==> src/rtl/dtw_accel_m00_axis_pkg.sv <==
// Shared definitions for the DTW accelerator stream blocks: FSM encoding,
// counter widths and the FIFO entry layout ({last, data}, last bit at the MSB).
package dtw_accel_pkg;

  typedef enum logic {
    IDLE = 1'b0,
    SEND = 1'b1
  } state_e;

  localparam int PKT_CNT_W = 16;

  // Number of bits needed to hold the given value (clogb2(7) = 3, clogb2(1) = 1).
  function automatic int clogb2(input int value);
    int result;
    result = 0;
    for (int i = 0; i < 32; i++) begin
      if ((value >> i) != 0) result = i + 1;
    end
    return result;
  endfunction

  // Pointer width for the default 8-entry buffer.
  localparam int DEFAULT_FIFO_DEPTH = 8;
  localparam int DEFAULT_PTR_W      = clogb2(DEFAULT_FIFO_DEPTH - 1);

  // One stored entry is the data word plus the packet-end flag on top.
  function automatic int entry_width(input int data_width);
    return data_width + 1;
  endfunction

endpackage

==> src/rtl/dtw_accel_m00_axis_if.sv <==
// AXI4-Stream bus bundle between the DTW result transmitter and the DMA.
interface dtw_accel_m00_axis_if #(
  parameter int C_M_AXIS_TDATA_WIDTH = 32
);
  logic                              TVALID;
  logic [C_M_AXIS_TDATA_WIDTH-1:0]   TDATA;
  logic [C_M_AXIS_TDATA_WIDTH/8-1:0] TSTRB;
  logic                              TLAST;
  logic                              TREADY;

  modport master (output TVALID, TDATA, TSTRB, TLAST, input TREADY);
  modport slave  (input TVALID, TDATA, TSTRB, TLAST, output TREADY);
endinterface

==> src/rtl/dtw_accel_sync_fifo.sv <==
// Single-clock first-word-fall-through FIFO; dout always shows the head entry.
// Shared by the S00 sink and the M00 transmitter.
module dtw_accel_sync_fifo
  import dtw_accel_pkg::*;
#(
  parameter int WIDTH = 33,
  parameter int DEPTH = 8
) (
  input  logic             clk,
  input  logic             rst,
  input  logic             wren,
  input  logic [WIDTH-1:0] din,
  input  logic             rden,
  output logic [WIDTH-1:0] dout,
  output logic             full,
  output logic             empty
);
  localparam int PTR_W = clogb2(DEPTH - 1);

  logic [WIDTH-1:0] mem_q [DEPTH];
  logic [PTR_W-1:0] wr_ptr_q, rd_ptr_q;
  logic [PTR_W:0]   count_q;
  logic             push, pop;

  assign full  = (count_q == (PTR_W + 1)'(DEPTH));
  assign empty = (count_q == '0);
  assign push  = wren && !full;
  assign pop   = rden && !empty;
  assign dout  = mem_q[rd_ptr_q];

  // Pointers wrap naturally because DEPTH is a power of two.
  always_ff @(posedge clk) begin
    if (rst) begin
      wr_ptr_q <= '0;
      rd_ptr_q <= '0;
      count_q  <= '0;
    end else begin
      if (push) wr_ptr_q <= wr_ptr_q + 1'b1;
      if (pop)  rd_ptr_q <= rd_ptr_q + 1'b1;
      case ({push, pop})
        2'b10:   count_q <= count_q + 1'b1;
        2'b01:   count_q <= count_q - 1'b1;
        default: count_q <= count_q;
      endcase
    end
  end

  // Storage array; contents need no reset since count gates visibility.
  always_ff @(posedge clk) begin
    if (push) mem_q[wr_ptr_q] <= din;
  end
endmodule

==> src/rtl/dtw_accel_m00_axis.sv <==
// AXI4-Stream master end of the DTW accelerator: buffers result words from the
// core, cuts them into packets (TLAST) and streams them to the DMA.
// Optional macro DTW_ACCEL_M_AXIS_SKID_EN adds a 2-entry output register slice.
module dtw_accel_m00_axis
  import dtw_accel_pkg::*;
#(
  parameter int C_M_AXIS_TDATA_WIDTH = 32,
  parameter int FIFO_DEPTH           = 8,
  parameter int PACKET_LEN           = 8
) (
  input  logic                            M_AXIS_ACLK,
  input  logic                            M_AXIS_ARESET,
  input  logic                            dtw_fifo_wren,
  input  logic [C_M_AXIS_TDATA_WIDTH-1:0] dtw_fifo_din,
  input  logic                            dtw_fifo_last,
  output logic                            dtw_fifo_full,
  output logic                            dtw_overflow,
  output logic [PKT_CNT_W-1:0]            pkt_count,
  dtw_accel_m00_axis_if.master            m_axis
);
  localparam int W      = C_M_AXIS_TDATA_WIDTH;
  localparam int EW     = entry_width(W);
  localparam int WCNT_W = (clogb2(PACKET_LEN - 1) < 1) ? 1 : clogb2(PACKET_LEN - 1);

  state_e            state_q, state_d;
  logic [WCNT_W-1:0] wcnt_q;
  logic              overflow_q;
  logic [PKT_CNT_W-1:0] pkt_q;

  logic          fifo_full, fifo_empty, fifo_rden;
  logic [EW-1:0] fifo_dout;
  logic          last_bit, push_ok;
  logic          out_valid, out_fire, out_last;
  logic [W-1:0]  out_data;

  assign push_ok  = dtw_fifo_wren && !fifo_full;
  assign last_bit = dtw_fifo_last || (wcnt_q == WCNT_W'(PACKET_LEN - 1));
  assign out_fire = out_valid && m_axis.TREADY;

  assign dtw_fifo_full = fifo_full;
  assign dtw_overflow  = overflow_q;
  assign pkt_count     = pkt_q;

  dtw_accel_sync_fifo #(
    .WIDTH (EW),
    .DEPTH (FIFO_DEPTH)
  ) u_fifo (
    .clk   (M_AXIS_ACLK),
    .rst   (M_AXIS_ARESET),
    .wren  (dtw_fifo_wren),
    .din   ({last_bit, dtw_fifo_din}),
    .rden  (fifo_rden),
    .dout  (fifo_dout),
    .full  (fifo_full),
    .empty (fifo_empty)
  );

  // Word counter, sticky overflow flag and completed-packet counter.
  always_ff @(posedge M_AXIS_ACLK) begin
    if (M_AXIS_ARESET) begin
      wcnt_q     <= '0;
      overflow_q <= 1'b0;
      pkt_q      <= '0;
    end else begin
      if (push_ok) wcnt_q <= last_bit ? '0 : wcnt_q + 1'b1;
      if (dtw_fifo_wren && fifo_full) overflow_q <= 1'b1;
      if (out_fire && out_last) pkt_q <= pkt_q + 1'b1;
    end
  end

  // State register.
  always_ff @(posedge M_AXIS_ACLK) begin
    if (M_AXIS_ARESET) state_q <= IDLE;
    else               state_q <= state_d;
  end

`ifdef DTW_ACCEL_M_AXIS_SKID_EN
  logic [EW-1:0] s0_q, s0_d, s1_q, s1_d;
  logic          s0_v_q, s0_v_d, s1_v_q, s1_v_d;

  // The slice pulls from the FIFO whenever its second slot is free, independent of TREADY.
  assign fifo_rden = !fifo_empty && !s1_v_q;

  // Next-state: SEND while anything sits in the slice or is being loaded into it.
  always_comb begin
    state_d = (s0_v_q || s1_v_q || fifo_rden) ? SEND : IDLE;
  end

  // Slice update: retire the head on a handshake, then append any word loaded from the FIFO.
  always_comb begin
    s0_d   = s0_q;
    s0_v_d = s0_v_q;
    s1_d   = s1_q;
    s1_v_d = s1_v_q;
    if (out_fire) begin
      s0_d   = s1_q;
      s0_v_d = s1_v_q;
      s1_v_d = 1'b0;
    end
    if (fifo_rden) begin
      if (!s0_v_d) begin
        s0_d   = fifo_dout;
        s0_v_d = 1'b1;
      end else begin
        s1_d   = fifo_dout;
        s1_v_d = 1'b1;
      end
    end
  end

  // Slice registers; only the valid bits need reset.
  always_ff @(posedge M_AXIS_ACLK) begin
    if (M_AXIS_ARESET) begin
      s0_v_q <= 1'b0;
      s1_v_q <= 1'b0;
    end else begin
      s0_v_q <= s0_v_d;
      s1_v_q <= s1_v_d;
    end
    s0_q <= s0_d;
    s1_q <= s1_d;
  end

  // Outputs come straight from the slice head flops.
  always_comb begin
    out_valid = s0_v_q;
    out_data  = s0_q[W-1:0];
    out_last  = s0_q[EW-1];
  end
`else
  // Pop the FIFO head exactly when the downstream accepts the beat.
  assign fifo_rden = out_fire;

  // Next-state: start on buffered data, return to IDLE after the TLAST beat.
  always_comb begin
    state_d = state_q;
    case (state_q)
      IDLE:    if (!fifo_empty) state_d = SEND;
      SEND:    if (out_fire && fifo_dout[EW-1]) state_d = IDLE;
      default: state_d = IDLE;
    endcase
  end

  // Outputs fall through from the FIFO head while sending.
  always_comb begin
    out_valid = (state_q == SEND) && !fifo_empty;
    out_data  = fifo_dout[W-1:0];
    out_last  = fifo_dout[EW-1];
  end
`endif

  // Drive the stream bus.
  always_comb begin
    m_axis.TVALID = out_valid;
    m_axis.TDATA  = out_data;
    m_axis.TLAST  = out_last;
    m_axis.TSTRB  = '1;
  end
endmodule
==> src/flat_wrapper.sv <==
// flat-port wrapper written by rule: the top's interface ports become plain ports
module dtw_accel_m00_axis_flat import dtw_accel_pkg::*;
#(
  parameter int C_M_AXIS_TDATA_WIDTH = 32,
  parameter int FIFO_DEPTH           = 8,
  parameter int PACKET_LEN           = 8
)
  (M_AXIS_ACLK, M_AXIS_ARESET, dtw_fifo_wren, dtw_fifo_din, dtw_fifo_last, dtw_fifo_full, dtw_overflow, pkt_count, m_axis_TVALID, m_axis_TDATA, m_axis_TSTRB, m_axis_TLAST, m_axis_TREADY);
  dtw_accel_m00_axis_if #(.C_M_AXIS_TDATA_WIDTH(C_M_AXIS_TDATA_WIDTH)) m_axis_i ();
  input  logic M_AXIS_ACLK;
  input  logic M_AXIS_ARESET;
  input  logic dtw_fifo_wren;
  input  logic [C_M_AXIS_TDATA_WIDTH-1:0] dtw_fifo_din;
  input  logic dtw_fifo_last;
  output logic dtw_fifo_full;
  output logic dtw_overflow;
  output logic [PKT_CNT_W-1:0] pkt_count;
  output wire logic [$bits(m_axis_i.TVALID)-1:0] m_axis_TVALID;
  output wire logic [$bits(m_axis_i.TDATA)-1:0] m_axis_TDATA;
  output wire logic [$bits(m_axis_i.TSTRB)-1:0] m_axis_TSTRB;
  output wire logic [$bits(m_axis_i.TLAST)-1:0] m_axis_TLAST;
  input wire logic [$bits(m_axis_i.TREADY)-1:0] m_axis_TREADY;
  assign m_axis_TVALID = m_axis_i.TVALID;
  assign m_axis_TDATA = m_axis_i.TDATA;
  assign m_axis_TSTRB = m_axis_i.TSTRB;
  assign m_axis_TLAST = m_axis_i.TLAST;
  assign m_axis_i.TREADY = m_axis_TREADY;
  dtw_accel_m00_axis #(.C_M_AXIS_TDATA_WIDTH(C_M_AXIS_TDATA_WIDTH), .FIFO_DEPTH(FIFO_DEPTH), .PACKET_LEN(PACKET_LEN)) u_core (.M_AXIS_ACLK(M_AXIS_ACLK), .M_AXIS_ARESET(M_AXIS_ARESET), .dtw_fifo_wren(dtw_fifo_wren), .dtw_fifo_din(dtw_fifo_din), .dtw_fifo_last(dtw_fifo_last), .dtw_fifo_full(dtw_fifo_full), .dtw_overflow(dtw_overflow), .pkt_count(pkt_count), .m_axis(m_axis_i));
endmodule
==> config.mk <==
export PLATFORM = sky130hd
export DESIGN_NAME = dtw_accel_m00_axis_flat
export DESIGN_NICKNAME = d
export VERILOG_FILES = /design/src/rtl/dtw_accel_m00_axis_pkg.sv /design/src/rtl/dtw_accel_m00_axis_if.sv /design/src/rtl/dtw_accel_sync_fifo.sv /design/src/rtl/dtw_accel_m00_axis.sv /design/src/flat_wrapper.sv
export SDC_FILE = /design/constraint.sdc
export NUM_CORES = 1
export LEC_CHECK = 0
export BUFFER_PORTS_ARGS = -buffer_cell sky130_fd_sc_hd__buf_2
export CAP_MARGIN = 5
export CORE_ASPECT_RATIO = 1.5
export CORE_MARGIN = 4
export CORE_UTILIZATION = 64
export CTS_CLUSTER_SIZE = 28
export DETAILED_ROUTE_END_ITERATION = 7
export PLACE_DENSITY = 0.92
export SLEW_MARGIN = 10
export SYNTH_ARGS = -nofsm -noshare
export SYNTH_HDL_FRONTEND = slang
export SYNTH_HIERARCHICAL = 1
export SYNTH_SLANG_ARGS = --single-unit
==> constraint.sdc <==
create_clock -name M_AXIS_ACLK -period 12.8 [get_ports M_AXIS_ACLK]
set_clock_uncertainty 0.05 [all_clocks]
set_input_delay 1.28 -clock M_AXIS_ACLK [delete_from_list [all_inputs] [get_ports M_AXIS_ACLK]]
set_output_delay 1.28 -clock M_AXIS_ACLK [all_outputs]
set_load 0.01 [all_outputs]
== Word-level counts from Yosys, hierarchy flattened ==
Memory sizes are Yosys's and may differ from the RTL's. A register that Yosys moved wholly into a read port is not among the register bits.
Index checks and enable logic that the tools add are counted.

* Reductions and logical operators: 11
* Equal/unequal tests: 4
* Bitwise gates (word level): 1
* Add/subtract/negate cells: 6
* Multiplexer cells: 9

{| class="wikitable"
|+ Operators with widths
! cell !! number
|-
| adder 16 x 1 -> 16 bit (second input constant) || 1
|-
| adder 3 x 1 -> 3 bit (second input constant) || 3
|-
| two-way mux 3 bit || 3
|-
| one-hot mux 4 bit (2 select lines) || 1
|-
| logical AND 1 bit || 6
|-
| adder 4 x 1 -> 4 bit (second input constant) || 1
|-
| == test 4 bit (second input constant) || 1
|-
| logical NOT 4 bit || 1
|-
| two-way mux 1 bit || 4
|-
| subtractor 4 x 1 -> 4 bit (second input constant) || 1
|-
| == test 3 bit (second input constant) || 1
|-
| == test 2 x 1 -> 1 bit (second input constant) || 1
|-
| == test 2 bit (second input constant) || 1
|-
| logical NOT 1 bit || 2
|-
| one-hot mux 1 bit (2 select lines) || 1
|-
| nonzero test 2 bit || 1
|-
| logical OR 1 bit || 1
|-
| inverter 1 bit || 1
|}

* RAM bits: 264
* Memories: 1
* Output and inout port bits: 56
* Input port bits: 37
* Logic and storage cells: 39
* Register bits: 31

{| class="wikitable"
|+ Memory list
! memory !! words !! width !! read ports !! clocked after Yosys merged registers in !! write ports !! RTL line !! RTL
|-
| u_core.u_fifo.mem_q || 8 || 33 || 1 || 1 || 1 || dtw_accel_sync_fifo.sv:20 || <nowiki>logic [WIDTH-1:0] mem_q [DEPTH];</nowiki>
|}

== Depth between registers and ports, before layout ==
* Depth in word-level cells: 7
* Gate-level depth with buffers: 12

== Modules after synthesis ==
Netlist, hierarchy kept.

{| class="wikitable"
|+ By module, submodules not included
! module !! area each (um^2) !! cells each !! times used
|-
| dtw_accel_sync_fifo || 10,572.6 || 455 || 1
|-
| dtw_accel_m00_axis || 1,013.5 || 116 || 1
|}

== Worst setup path after synthesis ==
Ideal clock, no wire load.

* Path kind: input port to flip-flop
* Start point: input port dtw_fifo_wren
* End point: memory u_core.u_fifo.mem_q[0][0], enable pin
* Data arrival time: 4.509 ns
* Stages: 2
* Setup slack: 7.735 ns
* Setup time: 0.506 ns
* Cell sequence: nand2_4 -> nor4_1

* Cells in the longest elaborated chain, start to end: 3

{| class="wikitable"
|+ Ends and longest elaborated chain
! item !! RTL line !! RTL
|-
| from (decl) || flat_wrapper.sv:12 || <nowiki>input logic dtw_fifo_wren;</nowiki>
|-
| logical AND 1 bit || dtw_accel_sync_fifo.sv:27 || <nowiki>assign push = wren && !full;</nowiki>
|-
| two-way mux 1 bit || dtw_accel_sync_fifo.sv:50 || <nowiki>if (push) mem_q[wr_ptr_q] <= din;</nowiki>
|-
| two-way mux 1 bit (implied by the code) || dtw_accel_sync_fifo.sv:50 ||
|-
| to (decl) || dtw_accel_sync_fifo.sv:20 ||
|}

No other way between the ends.

==> impl_metrics.yaml <==
power:
  p_sw_w: 0.0004053
  seq_power_share: 0.565
  p_int_w: 0.001531
  sw_frac_of_total: 0.2093
  clkPwrFrac: 0.383
  p_comb_frac: 0.053
  leakage_nw: 4.350
  ir_worst_vdd_uv: 140.4
  power.density_nw_per_um2: 147.7
critical_path:
  cp-end-kind: "output port"
  critical_path_buf_inv_count: 2
  startpoint_type: "flip-flop"
  critPathArrivalTime_ps: 3040
  critPathSlowestCell: "buf_4"
  cp_data_required_time_ps: 11470
  cp_cell_sequence: "buf_4 -> mux4_2 -> mux2_2 -> buf_2"
  crit_family: "buffers and inverters"
  crit_type: "reg -> out"
  critPathMaxStageDelay_ps: 810
  cp_max_fo: 50
place:
  placed_area_um2: 12280
  dp.cells: 863
  place_congestion: 0.7750
  port_buffers: 88
  dp_hpwl_mm: 12.78
grt:
  track_usage: 0.2231
  grt_pass1_wl_mm: 35.07
  overflow: 0
  grt_antenna_before_repair: 3
  grt_pass1_vias: 6066
  grt_max_degree: 51
drt:
  drc: 0
  ant_nets: 0
  totalWireLength_mm: 22.36
  drt_pass1_iterations: 5
  wire_per_inst_um: 24.57
  vias_per_cell: 6.333
  num_vias: 5763
  drt-initial-drc-count: 475
sta:
  hold_violations: 0
  relSlewSlack: 0.2107
  tns_ps: 0
  max_freq_mhz: 228.8
  setup_violations: 0
  rsz0062_at_grt: "false"
  slew_violations: 0
  worst_pin_slew_ps: 1178
  min_period_ps: 4370
  period_share: 0.3414
  whs_ps: 436.9
synthesis:
  avgSynthCellArea_um2: 20.29
  yosysUniqueCellTypes: 45
  synthCells: 571
  yosysWarnings: 6
  yosysTopAreaCell: "edfxtp_1"
  yosys.cell_count.top_type: "edfxtp_1"
  synth-seq-cells: 298
  yosys-top-cells-count: "edfxtp_1 (264), mux4_2 (66), mux2_2 (36)"
  ys_seq_area_frac: 0.7430
  async_reset_ff_frac: 0
  synth.area.top_cells: "edfxtp_1 (68%), mux4_2 (13%), dfxtp_1 (5.9%)"
  yosysTopAreaCellShare: 0.6842
  synth_area_um2: 11590
  synth_edf_count: 264
  synthFlopType: "edfxtp_1"
clock_network:
  tritoncts: "done"
  clkTransAtPathRegs_ps: 70
  cts_resized: 0
  cts_hold_buf: 0
  numCtsBuffers: 25
  clk_latency_ps: 510
  post_cts_buffers: 0
  cts_max_level: 1
  cts_buffer_depth: 3
  clk_root_buffer_cell: "clkbuf_16"
  clock_sinks: 298
floorplanning:
  core-area_um2: 17870
  ios: 93
  die_h_um: 172.8
  die-area_um2: 20360
  start_util: 0.6485
  fp-row-count: 60
  die_w_um: 117.9
run_status:
  outcome: "finished clean"
cells_and_area:
  drive_above_1_share: 0.3878
  num-nets-final: 718
  fin_area_um2: 13110
  fill_cells: 986
  syn_to_final_growth_pct: 13.18
  final-instance-count-excl-fill: 910
min_path:
  hp-class: "reg -> reg"
flow_run:
  maxCapViolations: 0
==> cells in the final DEF (no fill, tap or decap), types with 9 or more instances in the layout <==
cell type,n
edfxtp_1,264
a21oi_1,10
buf_2,88
dfxtp_1,31
buf_4,13
mux4_2,66
nor2_1,27
mux2_2,36
nand2_1,9
clkbuf_16,26
==> routing by layer <==
metal	wire, µm	vias up	GRT usage
met1	8215	2932	0.2894
met3	1525	44	0.03305
met5	13	-	0
met2	11980	270	0.3897
met4	629	2	0.07775
li1	-	2515	-
==> per-stage QoR <==
step                      power (W)    util  worst slack (ps)
after floorplan            0.001175       -              7735
after global placement     0.001209  0.6875              8938
after detailed placement   0.001216  0.6875              8884
after CTS                  0.001948  0.7333              8319
after global routing       0.002007  0.7339              8163
final                      0.001936  0.7339              8430
==> layout make-up <==
class	instances	area, µm²	share of cell area
flip-flops and latches	298	8615	0.6570
clock inverters	18	153.9	0.01174
diodes	2	5.005	0.0003817
well taps	217	271.5	0.02071
clock buffers	27	664.4	0.05067
inverters	4	15.01	0.001145
multi-input cells	243	2850	0.2174
repair buffers	101	538.0	0.04103
==> state kept, by name, summed over array words and instances (netlist names), named ones only <==
| signal | flops |
|---|---|
| u_core/u_fifo/mem_q | 264 |
| u_core/pkt_count | 16 |
| u_core/u_fifo/count_q | 4 |
| u_core/u_fifo/rd_ptr_q | 3 |
| u_core/u_fifo/wr_ptr_q | 3 |
| u_core/wcnt_q | 3 |
| u_core/dtw_overflow | 1 |
| u_core/state_q | 1 |
==> worst reg2reg max path: stages, from the launching register on <==
cell	delay, ps
dfxtp_4	550
buf_4	820
mux4_2	420
mux2_2	240
nand4b_2	270
nor4_1	720
a21oi_1	160
a31o_2	260
==> power groups by stage <==
stage / clock, W / combinational [W] / sequential, W
CTS: 0.000752 / 0.000103 / 0.00109
detailed placement: 0 / 0.000102 / 0.00111
global placement: 0 / 0.0000970 / 0.00111
floorplan: 0 / 0.0000632 / 0.00111
finish: 0.000741 / 0.000102 / 0.00109
global route: 0.000801 / 0.000111 / 0.00110
==> cells by family after synthesis <==
family,Yosys count,synth area share
flip-flops,298,0.7430
multiplexers,106,0.1668
AND/OR/NAND/NOR,87,0.04093
buffers and inverters,33,0.01674
AO/OA/AOI/OAI,24,0.01296
XOR/XNOR,14,0.01058
adder cells (fa/ha/maj),8,0.008640
other,1,0.0003237
==> worst paths after layout <==
check / from / end / slack (ps) / cells past startpoint
worst max-delay path: flip-flop / m_axis_TLAST / 8430 / 4
worst min-delay path: u_core/dtw_overflow$_SDFFE_PP0P_ / u_core/dtw_overflow$_SDFFE_PP0P_ / 440 / 2
worst max register to register: flip-flop / u_core/pkt_count[15]$_SDFFE_PP0N_ / 9210 / 7
worst min register to register: u_core/dtw_overflow$_SDFFE_PP0P_ / u_core/dtw_overflow$_SDFFE_PP0P_ / 440 / 2
Note: power is estimated with default switching activity, not from simulation.
